`config.mk`:
```
export PLATFORM = sky130hd
export DESIGN_NAME = mc_seq_ctrl_flat
export DESIGN_NICKNAME = d
export VERILOG_FILES = /design/src/rtl/mc_seq_ctrl_pkg.sv /design/src/rtl/mc_seq_ctrl_if.sv /design/src/rtl/mc_seq_ctrl_instr_class.sv /design/src/rtl/mc_seq_ctrl.sv /design/src/flat_wrapper.sv
export SDC_FILE = /design/constraint.sdc
export NUM_CORES = 1
export LEC_CHECK = 0
export BUFFER_PORTS_ARGS = -buffer_cell sky130_fd_sc_hd__buf_2
export CAP_MARGIN = 40
export CELL_PAD_IN_SITES_DETAIL_PLACEMENT = 0
export CELL_PAD_IN_SITES_GLOBAL_PLACEMENT = 1
export CORE_AREA = 2 2 90 92
export CTS_BUF_LIST = sky130_fd_sc_hd__clkbuf_16
export CTS_CLUSTER_DIAMETER = 150
export CTS_CLUSTER_SIZE = 12
export DETAILED_ROUTE_END_ITERATION = 10
export DIE_AREA = 0 0 92 94
export PLACE_DENSITY = 0.84
export SYNTH_ARGS = -nofsm -noshare
export SYNTH_HDL_FRONTEND = slang
export SYNTH_SLANG_ARGS = --single-unit
```
`constraint.sdc`:
```
create_clock -name clk -period 2.07 [get_ports clk]
set_clock_uncertainty 0.1 [all_clocks]
set_input_delay 0 -clock clk [delete_from_list [all_inputs] [get_ports clk]]
set_output_delay 0 -clock clk [all_outputs]
set_load 0.02 [all_outputs]
```
`src/rtl/mc_seq_ctrl_pkg.sv`:
```
// Shared encodings for the multi-cycle sequencer: states, opcodes, ALU/immediate codes, mux selects.
package mc_ctrl_pkg;
  typedef enum logic [2:0] {
    S_IDLE, S_FETCH, S_DECODE, S_EXEC, S_MEM, S_WB, S_ERR
  } state_t;

  localparam logic [6:0] OPC_LUI    = 7'b0110111;
  localparam logic [6:0] OPC_AUIPC  = 7'b0010111;
  localparam logic [6:0] OPC_OP     = 7'b0110011;
  localparam logic [6:0] OPC_IMM    = 7'b0010011;
  localparam logic [6:0] OPC_LOAD   = 7'b0000011;
  localparam logic [6:0] OPC_STORE  = 7'b0100011;
  localparam logic [6:0] OPC_BRANCH = 7'b1100011;
  localparam logic [6:0] OPC_JAL    = 7'b1101111;
  localparam logic [6:0] OPC_JALR   = 7'b1100111;

  localparam logic [3:0] ALU_ADD   = 4'd0;
  localparam logic [3:0] ALU_SUB   = 4'd1;
  localparam logic [3:0] ALU_SLL   = 4'd2;
  localparam logic [3:0] ALU_SRL   = 4'd3;
  localparam logic [3:0] ALU_SRA   = 4'd4;
  localparam logic [3:0] ALU_AND   = 4'd5;
  localparam logic [3:0] ALU_OR    = 4'd6;
  localparam logic [3:0] ALU_XOR   = 4'd7;
  localparam logic [3:0] ALU_PASSB = 4'd8;
  localparam logic [3:0] ALU_SLT   = 4'd9;
  localparam logic [3:0] ALU_SLTU  = 4'd10;

  localparam logic [2:0] EXT_I = 3'd0;
  localparam logic [2:0] EXT_U = 3'd1;
  localparam logic [2:0] EXT_S = 3'd2;
  localparam logic [2:0] EXT_B = 3'd3;
  localparam logic [2:0] EXT_J = 3'd4;

  localparam logic [1:0] WB_ALU = 2'b00, WB_MDR = 2'b01, WB_PC = 2'b10;
  localparam logic [1:0] A_REG = 2'b00, A_PC = 2'b01, A_OLDPC = 2'b10;
  localparam logic [1:0] B_REG = 2'b00, B_IMM = 2'b01, B_FOUR = 2'b10;
  localparam logic [1:0] ERR_NONE = 2'b00, ERR_ILL = 2'b01, ERR_TMO = 2'b10;

  typedef struct packed {
    logic lui, auipc, alu_r, alu_i, load, store, branch, jal, jalr;
  } iclass_t;

  // Branches reuse the ALU as a comparator; the flag result feeds br_cond.
  function automatic logic [3:0] alu_dec(input iclass_t c, input logic [2:0] f3, input logic f7b5);
    alu_dec = ALU_ADD;
    if (c.lui) alu_dec = ALU_PASSB;
    else if (c.branch) begin
      case (f3)
        3'b100:  alu_dec = ALU_SLT;
        3'b110:  alu_dec = ALU_SLTU;
        default: alu_dec = ALU_SUB;
      endcase
    end else if (c.alu_r) begin
      case (f3)
        3'b000:  alu_dec = f7b5 ? ALU_SUB : ALU_ADD;
        3'b100:  alu_dec = ALU_XOR;
        3'b110:  alu_dec = ALU_OR;
        3'b111:  alu_dec = ALU_AND;
        default: alu_dec = ALU_ADD;
      endcase
    end else if (c.alu_i) begin
      case (f3)
        3'b001:  alu_dec = ALU_SLL;
        3'b101:  alu_dec = f7b5 ? ALU_SRA : ALU_SRL;
        default: alu_dec = ALU_ADD;
      endcase
    end
  endfunction

  function automatic logic [2:0] ext_dec(input iclass_t c);
    if (c.lui || c.auipc) ext_dec = EXT_U;
    else if (c.store)     ext_dec = EXT_S;
    else if (c.branch)    ext_dec = EXT_B;
    else if (c.jal)       ext_dec = EXT_J;
    else                  ext_dec = EXT_I;
  endfunction
endpackage

```
`src/rtl/mc_seq_ctrl_if.sv`:
```
// Unified-memory request/ready handshake between the sequencer and the memory port.
interface mc_seq_ctrl_if;
  logic mem_req;
  logic mem_we;
  logic iord;
  logic mem_ready;

  modport master (output mem_req, mem_we, iord, input mem_ready);
  modport slave  (input mem_req, mem_we, iord, output mem_ready);
endinterface

```
`src/rtl/mc_seq_ctrl_instr_class.sv`:
```
// Combinational instruction classifier: opcode/funct fields to one-hot class plus illegal flag.
module mc_instr_class
  import mc_ctrl_pkg::*;
(
  input  logic [6:0] op,
  input  logic [2:0] funct3,
  input  logic       funct7b5,
  output iclass_t    cls,
  output logic       illegal
);
  always_comb begin
    cls = '0;
    case (op)
      OPC_LUI:    cls.lui   = 1'b1;
      OPC_AUIPC:  cls.auipc = 1'b1;
      // funct7b5 only selects SUB on 000; set elsewhere it is a reserved encoding
      OPC_OP:     cls.alu_r = (funct3 == 3'b000) ||
                              (!funct7b5 && (funct3 == 3'b100 || funct3 == 3'b110 || funct3 == 3'b111));
      OPC_IMM:    cls.alu_i = (funct3 == 3'b000) || (funct3 == 3'b101) ||
                              (funct3 == 3'b001 && !funct7b5);
      OPC_LOAD:   cls.load  = 1'b1;
      OPC_STORE:  cls.store = 1'b1;
      OPC_BRANCH: cls.branch = (funct3 == 3'b000) || (funct3 == 3'b100) || (funct3 == 3'b110);
      OPC_JAL:    cls.jal   = 1'b1;
      OPC_JALR:   cls.jalr  = 1'b1;
      default:    cls = '0;
    endcase
    illegal = ~|cls;
  end
endmodule

```
`src/rtl/mc_seq_ctrl.sv`:
```
// Multi-cycle FETCH/DECODE/EXEC/MEM/WB sequencer with run/step control, instret and memory timeout trap.
module mc_seq_ctrl
  import mc_ctrl_pkg::*;
#(
  parameter int CNT_W      = 32,
  parameter int TMO_CYCLES = 255
) (
  input  logic             clk,
  input  logic             rstn,
  input  logic             run,
  input  logic             step,
  input  logic [6:0]       op,
  input  logic [2:0]       funct3,
  input  logic             funct7b5,
  input  logic             br_cond,
  mc_seq_ctrl_if.master    mem,
  output logic             ir_we,
  output logic             mdr_we,
  output logic             pc_we,
  output logic             pc_src,
  output logic             reg_we,
  output logic [1:0]       wb_sel,
  output logic [1:0]       alu_a_sel,
  output logic [1:0]       alu_b_sel,
  output logic [3:0]       alu_op,
  output logic [2:0]       ext_op,
  output logic [CNT_W-1:0] instret,
  output logic             halted,
  output logic [1:0]       err
);
  localparam int TW = $clog2(TMO_CYCLES + 1);

  state_t      state, nxt;
  logic        one_shot;
  logic [TW-1:0] wcnt;
  iclass_t     cls;
  logic        illegal;
  logic        req, we, iord, retire, set_ill, set_tmo, tmo_hit, cnt_clr;

  mc_instr_class u_cls (.op(op), .funct3(funct3), .funct7b5(funct7b5), .cls(cls), .illegal(illegal));

  assign mem.mem_req = req;
  assign mem.mem_we  = we;
  assign mem.iord    = iord;
  assign tmo_hit     = (wcnt == TW'(TMO_CYCLES - 1));
  assign cnt_clr     = (state != nxt) && (nxt == S_FETCH || nxt == S_MEM);
  assign halted      = (state == S_IDLE) || (state == S_ERR);

  always_comb begin
    nxt = state;
    req = 1'b0; we = 1'b0; iord = 1'b0;
    ir_we = 1'b0; mdr_we = 1'b0; pc_we = 1'b0; pc_src = 1'b0; reg_we = 1'b0;
    wb_sel = WB_ALU; alu_a_sel = A_REG; alu_b_sel = B_REG; alu_op = ALU_ADD; ext_op = EXT_I;
    retire = 1'b0; set_ill = 1'b0; set_tmo = 1'b0;
    unique case (state)
      S_IDLE: if (run || step) nxt = S_FETCH;
      S_FETCH: begin
        req = 1'b1; alu_a_sel = A_PC; alu_b_sel = B_FOUR;
        if (mem.mem_ready) begin
          ir_we = 1'b1; pc_we = 1'b1; nxt = S_DECODE;
        end else if (tmo_hit) begin
          nxt = S_ERR; set_tmo = 1'b1;
        end
      end
      S_DECODE: begin
        // oldPC+imm lands in ALUOut: branch/jal target for EXEC
        ext_op = ext_dec(cls); alu_a_sel = A_OLDPC; alu_b_sel = B_IMM;
        if (illegal) begin
          nxt = S_ERR; set_ill = 1'b1;
        end else nxt = S_EXEC;
      end
      S_EXEC: begin
        ext_op = ext_dec(cls); alu_op = alu_dec(cls, funct3, funct7b5);
        if (cls.load || cls.store) begin
          alu_b_sel = B_IMM; nxt = S_MEM;
        end else if (cls.branch) begin
          pc_we = br_cond; retire = 1'b1;
        end else if (cls.jal) begin
          alu_a_sel = A_OLDPC; alu_b_sel = B_IMM;
          reg_we = 1'b1; wb_sel = WB_PC; pc_we = 1'b1; retire = 1'b1;
        end else if (cls.jalr) begin
          alu_b_sel = B_IMM; pc_src = 1'b1;
          reg_we = 1'b1; wb_sel = WB_PC; pc_we = 1'b1; retire = 1'b1;
        end else begin
          alu_a_sel = cls.auipc ? A_OLDPC : A_REG;
          alu_b_sel = cls.alu_r ? B_REG : B_IMM;
          nxt = S_WB;
        end
      end
      S_MEM: begin
        req = 1'b1; iord = 1'b1; we = cls.store;
        if (mem.mem_ready) begin
          if (cls.store) retire = 1'b1;
          else begin
            mdr_we = 1'b1; nxt = S_WB;
          end
        end else if (tmo_hit) begin
          nxt = S_ERR; set_tmo = 1'b1;
        end
      end
      S_WB: begin
        reg_we = 1'b1; wb_sel = cls.load ? WB_MDR : WB_ALU; retire = 1'b1;
      end
      S_ERR: nxt = S_ERR;
      default: nxt = S_IDLE;
    endcase
    if (retire) nxt = (run && !one_shot) ? S_FETCH : S_IDLE;
  end

  always_ff @(posedge clk or negedge rstn) begin
    if (!rstn) begin
      state    <= S_IDLE;
      one_shot <= 1'b0;
      wcnt     <= '0;
      instret  <= '0;
      err      <= ERR_NONE;
    end else begin
      state <= nxt;
      if (state == S_IDLE && nxt == S_FETCH) one_shot <= step && !run;
      if (cnt_clr) wcnt <= '0;
      else if (req && !mem.mem_ready) wcnt <= wcnt + TW'(1);
      if (retire)  instret <= instret + CNT_W'(1);
      if (set_ill) err <= ERR_ILL;
      if (set_tmo) err <= ERR_TMO;
    end
  end
endmodule
```
`src/flat_wrapper.sv`:
```
// flat-port wrapper written by rule: the top's interface ports become plain ports
module mc_seq_ctrl_flat import mc_ctrl_pkg::*;
#(
  parameter int CNT_W      = 32,
  parameter int TMO_CYCLES = 255
)
  (clk, rstn, run, step, op, funct3, funct7b5, br_cond, ir_we, mdr_we, pc_we, pc_src, reg_we, wb_sel, alu_a_sel, alu_b_sel, alu_op, ext_op, instret, halted, err, mem_mem_req, mem_mem_we, mem_iord, mem_mem_ready);
  mc_seq_ctrl_if mem_i ();
  input  logic clk;
  input  logic rstn;
  input  logic run;
  input  logic step;
  input  logic [6:0] op;
  input  logic [2:0] funct3;
  input  logic funct7b5;
  input  logic br_cond;
  output logic ir_we;
  output logic mdr_we;
  output logic pc_we;
  output logic pc_src;
  output logic reg_we;
  output logic [1:0] wb_sel;
  output logic [1:0] alu_a_sel;
  output logic [1:0] alu_b_sel;
  output logic [3:0] alu_op;
  output logic [2:0] ext_op;
  output logic [CNT_W-1:0] instret;
  output logic halted;
  output logic [1:0] err;
  output wire logic [$bits(mem_i.mem_req)-1:0] mem_mem_req;
  output wire logic [$bits(mem_i.mem_we)-1:0] mem_mem_we;
  output wire logic [$bits(mem_i.iord)-1:0] mem_iord;
  input wire logic [$bits(mem_i.mem_ready)-1:0] mem_mem_ready;
  assign mem_mem_req = mem_i.mem_req;
  assign mem_mem_we = mem_i.mem_we;
  assign mem_iord = mem_i.iord;
  assign mem_i.mem_ready = mem_mem_ready;
  mc_seq_ctrl #(.CNT_W(CNT_W), .TMO_CYCLES(TMO_CYCLES)) u_core (.clk(clk), .rstn(rstn), .run(run), .step(step), .op(op), .funct3(funct3), .funct7b5(funct7b5), .br_cond(br_cond), .mem(mem_i), .ir_we(ir_we), .mdr_we(mdr_we), .pc_we(pc_we), .pc_src(pc_src), .reg_we(reg_we), .wb_sel(wb_sel), .alu_a_sel(alu_a_sel), .alu_b_sel(alu_b_sel), .alu_op(alu_op), .ext_op(ext_op), .instret(instret), .halted(halted), .err(err));
endmodule
```
==> impl_metrics.json <==
{
  "synth_area_um2": 2720,
  "cts_buffer_depth": 2,
  "cellPowerDensity_nw_per_um2": 974,
  "die_y_um": 94,
  "async_flop_share": 1.00,
  "drt_iter0_markers": 78,
  "grt_pass1_wl_um": 12100,
  "hp-class": "in -> async",
  "synth_top_area_cell": "dfrtp_1",
  "final_nets": 444,
  "cts_tree": "built",
  "grt-busiest-layer": "met2",
  "fmax_ghz": 0.468,
  "routedWlPerCell_um": 13.6,
  "failed_checks": "negative setup slack",
  "root_buffer": "clkbuf_16",
  "finalHoldViolCount": 0,
  "wirelength_um": 7130,
  "cts.sinks": 46,
  "crit_path_start": "u_core.wcnt[0]",
  "cap_violations": 0,
  "core-area_um2": 7610,
  "end_kind": "register",
  "ys_seq_elements": 46,
  "avgSynthCellArea_um2": 9.30,
  "seq_area_frac_synth": 0.424,
  "gr-total-overflow": 0,
  "die_w_um": 92,
  "io_pins": 73,
  "synth_top_flop_cell": "dfrtp_1",
  "final_layout_size_suffix_gt1_frac": 0.392,
  "synth_edf_count": 0,
  "synth_area_leaders": "dfrtp_1 (42%), xnor2_1 (9.4%), nand2_1 (4.6%), nand3_1 (4.1%), xor2_1 (3.2%)",
  "p_total_mw": 3.80,
  "antenna_cells": 0,
  "synth_warnings": 0,
  "holdWs_ns": 0.0342,
  "tightestPinTransition_ns": 0.493,
  "start_util": 0.357,
  "drc": 0,
  "syn2layout_area_growth_pct": 43.5,
  "grt_max_degree": 22,
  "setup-violations-final": 8,
  "worst_slack_ns": -0.0670,
  "firstDrtPassIters": 4,
  "yosysUniqueCellTypes": 47,
  "arrival_ns": 2.21,
  "peakVddDrop_uv": 645,
  "antenna_found_initial": 0,
  "r2r_start": "u_core.wcnt[0]",
  "power.leakage_nw": 1.96,
  "layout_common_cells": "buf_2 (72), buf_4 (54), dfrtp_1 (45), nand2_1 (31), xnor2_1 (28)",
  "dp_hpwl_um": 5530,
  "syn_nets": 312,
  "cts_made_buffers": 5,
  "grt_util_all_layers": 0.171,
  "required_ns": 2.14,
  "globalRouteMet3Util": 0.0249,
  "place_congestion": 0.911,
  "final_max_slew_viol_count": 0,
  "worstSkewPairLatency_ns": 0.28,
  "first_global_vias": 2616,
  "fill_cells": 748,
  "portBuffers": 72,
  "grt_use_met1": 0.228,
  "vias_per_cell": 5.05,
  "crit_path_start_kind": "register",
  "final_common_cell": "buf_2",
  "synth_top_area_share": 0.424,
  "status": "finished, violations left",
  "vias": 2656,
  "post-route-min-period_ns": 2.14,
  "relSlewSlack": 0.669,
  "fin_crit_sh": 1.03,
  "critPathKind": "reg -> reg",
  "detail-route-antenna-nets": 0,
  "cp_max_fo": 8,
  "dieArea_um2": 8650,
  "clk_pin_slew_worst_paths_ns": 0.07,
  "rsz0062_at_grt": "yes",
  "synthCells": 292,
  "htree_num_levels": 2,
  "fp-row-count": 32,
  "met2_usage": 0.287
}
==> power breakdown <==
| part | switching [mW] | internal, mW |
|---|---|---|
| logic | 1.01 | 0.861 |
| registers | 0.138 | 1.04 |
| clock network | 0.314 | 0.436 |
| total | 1.46 | 2.33 |
==> final cells by class <==
class	instances	area, um^2	area share
sequential	46	1150	0.296
clock buffer	5	125	0.0321
clock inverter	2	10.0	0.00257
timing repair buffer	132	828	0.213
inverter	10	37.5	0.00963
tap	102	128	0.0327
multi-input combinational	229	1620	0.415
==> repair_timing <==
item                                    4_1_cts  5_1_grt
gates resized for setup                       5       18
pin swaps                                     7        7
endpoints found under the setup margin        8       17
hold buffers                                  4        0
hold endpoints to repair                     48        0
setup buffers                                 2        3
==> cell families after synthesis <==
family,synth area share
XOR/XNOR,0.126
flip-flops,0.424
adder cells (fa/ha/maj),0.0138
buffers and inverters,0.0286
AO/OA/AOI/OAI,0.117
AND/OR/NAND/NOR,0.287
multiplexers,0.00415
==> critical path, cell delays in order (launching register included) <==
cell and delay [ns]:
dfrtp_1 0.36, inv_1 0.07, ha_2 0.18, and4_4 0.21
and4_1 0.16, a311oi_2 0.33, a21oi_2 0.12, a211oi_2 0.16
buf_4 0.18, and3b_1 0.18
==> state kept, by name (all words and copies together) (netlist names) <==
signal           cells
u_core.instret      32
u_core.wcnt          8
u_core.state         3
u_core.err           2
u_core.one_shot      1
==> per-stage QoR <==
| step | cell area [um^2] | worst slack (ns) | setup TNS [ns] | utilization | cells |
|---|---|---|---|---|---|
| 6_report | 3900 | -0.0670 | -0.447 | 0.512 | 526 |
| 5_1_grt | 3900 | -0.146 | -1.06 | 0.512 | 526 |
| 4_1_cts | 3770 | -0.00910 | -0.0157 | 0.496 | 523 |
| 3_5_place_dp | 3570 | -0.149 | -1.02 | 0.469 | 510 |
| 3_3_place_gp | 3570 | -0.0278 | -0.190 | 0.469 | 510 |
| 2_1_floorplan | 2750 | -0.0214 | -0.162 | - | 292 |
==> Yosys cell counts, types with 5 or more instances <==
cell,n
and3_1,9
xor2_1,10
inv_1,10
nor2_1,23
dfrtp_1,46
nand3_1,22
a21oi_1,13
nand2_1,33
xnor2_1,29
nor3_1,5
o21ai_0,11
and4_1,7
nand4_1,9
and3b_1,8
nand2b_1,6
==> per-layer routing <==
metal | wire [um] | part of all wire | vias up
li1 | - | - | 1298
met1 | 3250 | 0.46 | 1278
met2 | 3500 | 0.49 | 78
met3 | 346 | 0.049 | 2
met4 | 40 | 0.0056 | 0
met5 | 0 | 0 | -
==> final timing paths <==
check / cells past startpoint / slack (ns) / to
max: 9 / -0.07 / u_core.wcnt[2]
min: 2 / 0.03 / u_core.err[0]
max reg2reg: 9 / -0.07 / u_core.wcnt[2]
min reg2reg: 1 / 0.38 / u_core.instret[31]
max in group asynchronous: 3 / 1.26 / u_core.instret[3]
min in group clk: 4 / 0.04 / u_core.state[0]
Power figures use the tool's default switching activity.
